--- src/rtl/fetch_stage.sv ---
// rtl/fetch_stage.sv - instruction fetch stage with IF/ID register and one-entry skid buffer
// Single outstanding imem request; redirects flush IF/ID and drain any in-flight response.
module fetch_stage #(
  parameter int PC_WIDTH = 32,
  parameter int INST_WIDTH = 32,
  parameter logic [PC_WIDTH-1:0] RESET_PC = '0
) (
  input  logic                  clk,
  input  logic                  rst_n,
  input  logic                  stall,
  input  logic                  redirect_valid,
  input  logic [PC_WIDTH-1:0]   redirect_pc,
  output logic                  imem_req,
  output logic [PC_WIDTH-1:0]   imem_addr,
  input  logic                  imem_rvalid,
  input  logic [INST_WIDTH-1:0] imem_rdata,
  output logic                  if_id_valid,
  output logic [INST_WIDTH-1:0] if_id_inst,
  output logic [PC_WIDTH-1:0]   if_id_pc,
  output logic [PC_WIDTH-1:0]   if_id_pc_plus4,
  output logic [1:0]            inst_type,
  output logic [1:0]            dir_mode,
  output logic [2:0]            opcode
);

  typedef enum logic [1:0] {IDLE, WAIT, FULL} state_t;

  state_t                state, state_nxt;
  logic [PC_WIDTH-1:0]   pc;
  logic [PC_WIDTH-1:0]   req_pc;
  logic [PC_WIDTH-1:0]   buf_pc;
  logic [INST_WIDTH-1:0] buf_inst;
  logic                  drop;
  logic                  issue;
  logic                  load_resp;
  logic                  load_buf;
  logic                  fill_buf;
  logic                  outstanding_no_resp;

  assign outstanding_no_resp = (state == WAIT) && !imem_rvalid;

  always_comb begin
    state_nxt = state;
    issue     = 1'b0;
    load_resp = 1'b0;
    load_buf  = 1'b0;
    fill_buf  = 1'b0;
    if (redirect_valid) begin
      state_nxt = outstanding_no_resp ? WAIT : IDLE;
    end else begin
      case (state)
        IDLE: begin
          issue     = 1'b1;
          state_nxt = WAIT;
        end
        WAIT: begin
          if (imem_rvalid) begin
            if (drop) begin
              state_nxt = IDLE;
            end else if (!stall || !if_id_valid) begin
              load_resp = 1'b1;
              issue     = 1'b1;
            end else begin
              fill_buf  = 1'b1;
              state_nxt = FULL;
            end
          end
        end
        FULL: begin
          if (!stall) begin
            load_buf  = 1'b1;
            issue     = 1'b1;
            state_nxt = WAIT;
          end
        end
        default: state_nxt = IDLE;
      endcase
    end
  end

  // IDLE requests combinationally, so hold the pulse low while reset is asserted
  assign imem_req  = issue & rst_n;
  assign imem_addr = pc;

  always_ff @(posedge clk or negedge rst_n) begin
    if (!rst_n) begin
      state    <= IDLE;
      pc       <= RESET_PC;
      req_pc   <= '0;
      buf_pc   <= '0;
      buf_inst <= '0;
      drop     <= 1'b0;
    end else begin
      state <= state_nxt;
      if (redirect_valid) begin
        pc <= redirect_pc;
      end else if (issue) begin
        pc <= pc + PC_WIDTH'(4);
      end
      if (issue) begin
        req_pc <= pc;
      end
      if (fill_buf) begin
        buf_inst <= imem_rdata;
        buf_pc   <= req_pc;
      end
      // one flag suffices: never more than one request in flight
      if (redirect_valid) begin
        drop <= outstanding_no_resp;
      end else if (state == WAIT && imem_rvalid) begin
        drop <= 1'b0;
      end
    end
  end

  always_ff @(posedge clk or negedge rst_n) begin
    if (!rst_n) begin
      if_id_valid    <= 1'b0;
      if_id_inst     <= '0;
      if_id_pc       <= '0;
      if_id_pc_plus4 <= '0;
    end else if (redirect_valid) begin
      if_id_valid <= 1'b0;
    end else if (load_resp) begin
      if_id_valid    <= 1'b1;
      if_id_inst     <= imem_rdata;
      if_id_pc       <= req_pc;
      if_id_pc_plus4 <= req_pc + PC_WIDTH'(4);
    end else if (load_buf) begin
      if_id_valid    <= 1'b1;
      if_id_inst     <= buf_inst;
      if_id_pc       <= buf_pc;
      if_id_pc_plus4 <= buf_pc + PC_WIDTH'(4);
    end else if (!stall) begin
      // decode consumed the instruction and nothing new arrived: present a bubble
      if_id_valid <= 1'b0;
    end
  end

  always_comb begin
    inst_type = 2'b00;
    dir_mode  = 2'b00;
    opcode    = 3'b111;
    if (if_id_valid) begin
      inst_type = if_id_inst[31:30];
      dir_mode  = if_id_inst[29:28];
      opcode    = if_id_inst[27:25];
    end
  end

endmodule
--- config.mk ---
export PLATFORM = sky130hd
export DESIGN_NAME = fetch_stage
export DESIGN_NICKNAME = d
export VERILOG_FILES = /design/src/rtl/fetch_stage.sv
export SDC_FILE = /design/constraint.sdc
export NUM_CORES = 1
export LEC_CHECK = 0
export CAP_MARGIN = 40
export CORE_UTILIZATION = 47
export DETAILED_ROUTE_END_ITERATION = 6
export GPL_ROUTABILITY_DRIVEN = 0
export PLACE_DENSITY = 0.74
export SKIP_LAST_GASP = 1
export SYNTH_ARGS = -nofsm -noshare
export SYNTH_HDL_FRONTEND = slang
export SYNTH_SLANG_ARGS = --single-unit
--- constraint.sdc ---
create_clock -name clk -period 2.9 [get_ports clk]
set_input_delay 0.58 -clock clk [delete_from_list [all_inputs] [get_ports clk]]
set_output_delay 0.58 -clock clk [all_outputs]
set_load 0.01 [all_outputs]
==> run_results.csv <==
group,metric,value,unit
critical_path,end_kind,"register",
floorplan,io_pins,206,
floorplan,die_h,152,um
critical_path,critPathMaxStageDelay,0.44,ns
sta,skew,0.0140,ns
critical_path,reg2reg_from,"drop$_DFFE_PN0P_",
synth,dominantRegCellSynth,"dfrtp_1",
placed_design,io_buffer_count,205,
critical_path,rr_worst_depth,12,
critical_path,crit_slowest_cell,"clkdlybuf4s50_1",
critical_path,path_cells,"clkdlybuf4s50_1 > a21o_1 > buf_4 > nor2_4 > nand2_2 > nand2_2 > ha_4 > nand3_2 > nor4_4 > o22ai_4 > nor4b_2 > xor2_1 > o21ai_1",
critical_path,cpLargestDelayFamily,"simple AND/OR/NAND/NOR gates",
clock_tree,path_clk_slew,0.06,ns
detailed_routing,wl_per_cell,17.3,um
hold_path,hold_end,"if_id_valid$_DFFE_PN0P_",
critical_path,crit_type,"primary input to register",
global_routing,track_usage,0.225,
floorplan,start_util,0.480,
power_and_ir_drop,p_leak,0.00599,uW
layout,diodes,0,
clock_tree,clock_latency,0.51,ns
sta,final.setup.worst_slack,0.257,ns
run,maxCapViolations,0,
power_and_ir_drop,powerDensity,787,nW/um^2
sta,setup-tns-final,0,ns
layout,post-route-util,0.640,
layout,drive_above_1_share,0.190,
detailed_routing,wirelength,25.7,mm
synth,ys_ff_latch,226,
floorplan,coreArea,21900,um^2
sta,hold_viol_final,0,
sta,slew_viol_final,0,
sta,rsz0062_at_grt,"false",
critical_path,rrSetupSlack,0.34,ns
synth,synth_warnings,0,
synth,synth.area.top_cells,"dfrtp_1, mux2_2, nand2_1",
global_routing,grt_overflow,0,
floorplan,die_w,152,um
sta,max_freq,0.378,GHz
detailed_routing,ant_nets,0,
synth,netlist_area,10500,um^2
critical_path,crit_path_frequent_cell,"nand2_2",
detailed_routing,num_vias,8091,
synth,netlist.top_cell.by_area,"dfrtp_1",
critical_path,r2r-end,"if_id_pc_plus4[26]$_DFFE_PN0P_",
clock_tree,ctsHtreeMaxLevel,1,
global_routing,grt_pass1_vias,7973,
global_routing,grt_antenna_before_repair,0,
global_routing,grt_max_degree,141,
synth,syn_nets,1036,
clock_tree,cts_buffer_depth,3,
sta,final.min_clock_period,2.64,ns
hold_path,whs_path_depth,2,
power_and_ir_drop,p_total,11000,uW
hold_path,min-delay-start,"redirect_valid",
synth,async_flop_share,1.00,
critical_path,crit_buf_inv,2,
clock_tree,cts_sinks,226,
layout,final_common_cell,"dfrtp_1",
placed_design,dp_hpwl,18.1,mm
critical_path,cp.required,3.28,ns
layout,nNetsFinal,1262,
power_and_ir_drop,ir_worst_vdd,0.359,mV
detailed_routing,dr.pass1.iters,5,
sta,tightest_slew,0.756,ns
floorplan,rows,54,
layout,mostFrequentLayoutCells,"dfrtp_1, clkdlybuf4s50_1, nand2_1",
detailed_routing,drc,0,
hold_path,hold_class,"primary input to register",
sta,fin_crit_sh,0.911,
synth,yosys.cell_types.count,59,
placed_design,place_ws,-0.300,ns
clock_tree,cts_buffers,25,
layout,area_delta_synth_final,33.2,%
clock_tree,clock-root-buffer,"clkbuf_16",
layout,fillers,1781,
status,outcome,"finished, final reports clean",
critical_path,worst_setup_path_start_kind,"primary input",
synth,synth_top_area_frac,0.538,
floorplan,dieArea,23000,um^2
synth,synth_edf_count,0,
synth,avgSynthCellArea,10.9,um^2
global_routing,grt_pass1_wl,41.3,mm
synth,synthCells,965,
critical_path,crit_fanout,8,
detailed_routing,via_per_inst,5.44,
clock_tree,cts_tree,"built",
detailed_routing,drtIter0Drc,401,
sta,slew_headroom,0.496,
sta,hold_ws,0.335,ns
sta,finalSetupViolations,0,
synth,ys_seq_area_frac,0.538,
critical_path,critical_path_arrival,3.02,ns
[where the power goes]
group | internal, uW | leakage (uW) | switching [uW]
combinational | 1790 | 0.00265 | 1370
sequential | 3990 | 0.00295 | 726
clock | 1930 | 0.000394 | 1210
[cell families after synthesis]
| family | count (synthesis) | synth area share |
|---|---|---|
| AOI/OAI and AO/OA | 192 | 0.107 |
| xor gates and xnor gates | 55 | 0.0458 |
| adders and majority gates | 2 | 0.00238 |
| buffers and inverters | 69 | 0.0321 |
| DFF | 226 | 0.538 |
| muxes | 130 | 0.136 |
| and+or+nand+nor | 291 | 0.139 |
[stage by stage]
| step | instances | instance area, um^2 |
|---|---|---|
| after CTS | 1485 | 14000 |
| after floorplan | 965 | 10600 |
| after global placement | 1442 | 13200 |
| after global routing | 1486 | 14000 |
| final | 1486 | 14000 |
| after detailed placement | 1442 | 13200 |
[area by class of cell]
cell class | count | area [um^2] | area share
sequential | 226 | 5660 | 0.404
clock inverter | 4 | 75.1 | 0.00536
tap | 280 | 350 | 0.0250
inverter | 3 | 11.3 | 0.000804
multi-input combinational | 670 | 4580 | 0.327
clock buffer | 38 | 744 | 0.0532
timing repair buffer | 265 | 2580 | 0.184
[worst max path at each step]
stage | start | end | cells past startpoint
2_1_floorplan | redirect_valid | if_id_pc_plus4[26]$_DFFE_PN0P_ | 14
3_3_place_gp | imem_rvalid | if_id_pc_plus4[26]$_DFFE_PN0P_ | 12
3_5_place_dp | imem_rvalid | if_id_pc_plus4[26]$_DFFE_PN0P_ | 12
4_1_cts | stall | imem_req | 7
5_1_grt | stall | if_id_pc_plus4[26]$_DFFE_PN0P_ | 13
6_report | stall | if_id_pc_plus4[26]$_DFFE_PN0P_ | 13
[synthesized netlist by cell type (2+ instances only)]
master,n
xor2_1,38
and4_1,5
nor2_1,15
buf_6,2
o21ai_1,70
o21a_1,3
o21ai_0,51
nor4_1,8
nand3_1,27
nor3_1,5
nand2_1,155
nand2b_1,3
a21oi_1,8
clkbuf_1,27
a41oi_1,2
and3b_1,2
ha_1,2
buf_2,29
a21o_1,2
buf_4,7
nand4_1,23
a21boi_2,2
o22ai_1,34
mux2_2,101
dfrtp_1,226
xnor2_1,17
a31oi_1,5
o31ai_2,2
and3_1,24
o31ai_1,2
inv_1,3
and2_1,8
nor4_2,3
mux2i_1,29
[sequential cells by signal, indices dropped and copies added, names as in the netlist]
| register | count |
|---|---|
| if_id_pc_plus4 | 30 |
| if_id_pc | 32 |
| buf_pc | 32 |
| imem_addr | 32 |
| if_id_valid | 1 |
| if_id_inst | 32 |
| buf_inst | 32 |
| drop | 1 |
| state | 2 |
| req_pc | 32 |
[timing repair]
item / CTS / global route
pin swaps: 1 / 1
resized for setup: 6 / 1
hold buffers: 1 / 0
setup endpoints to repair: 1 / 1
endpoints found under the hold margin: 30 / 0
buffers inserted: 0 / 1
[metal layers]
layer | vias to the layer above | global-route usage | part of all wire
li1 | 3864 | - | -
met1 | 3929 | 0.326 | 0.47
met2 | 258 | 0.360 | 0.45
met3 | 40 | 0.0308 | 0.062
met4 | 0 | 0.0505 | 0.016
met5 | - | 0 | 0
No activity file was read; power rests on OpenSTA's default activity.
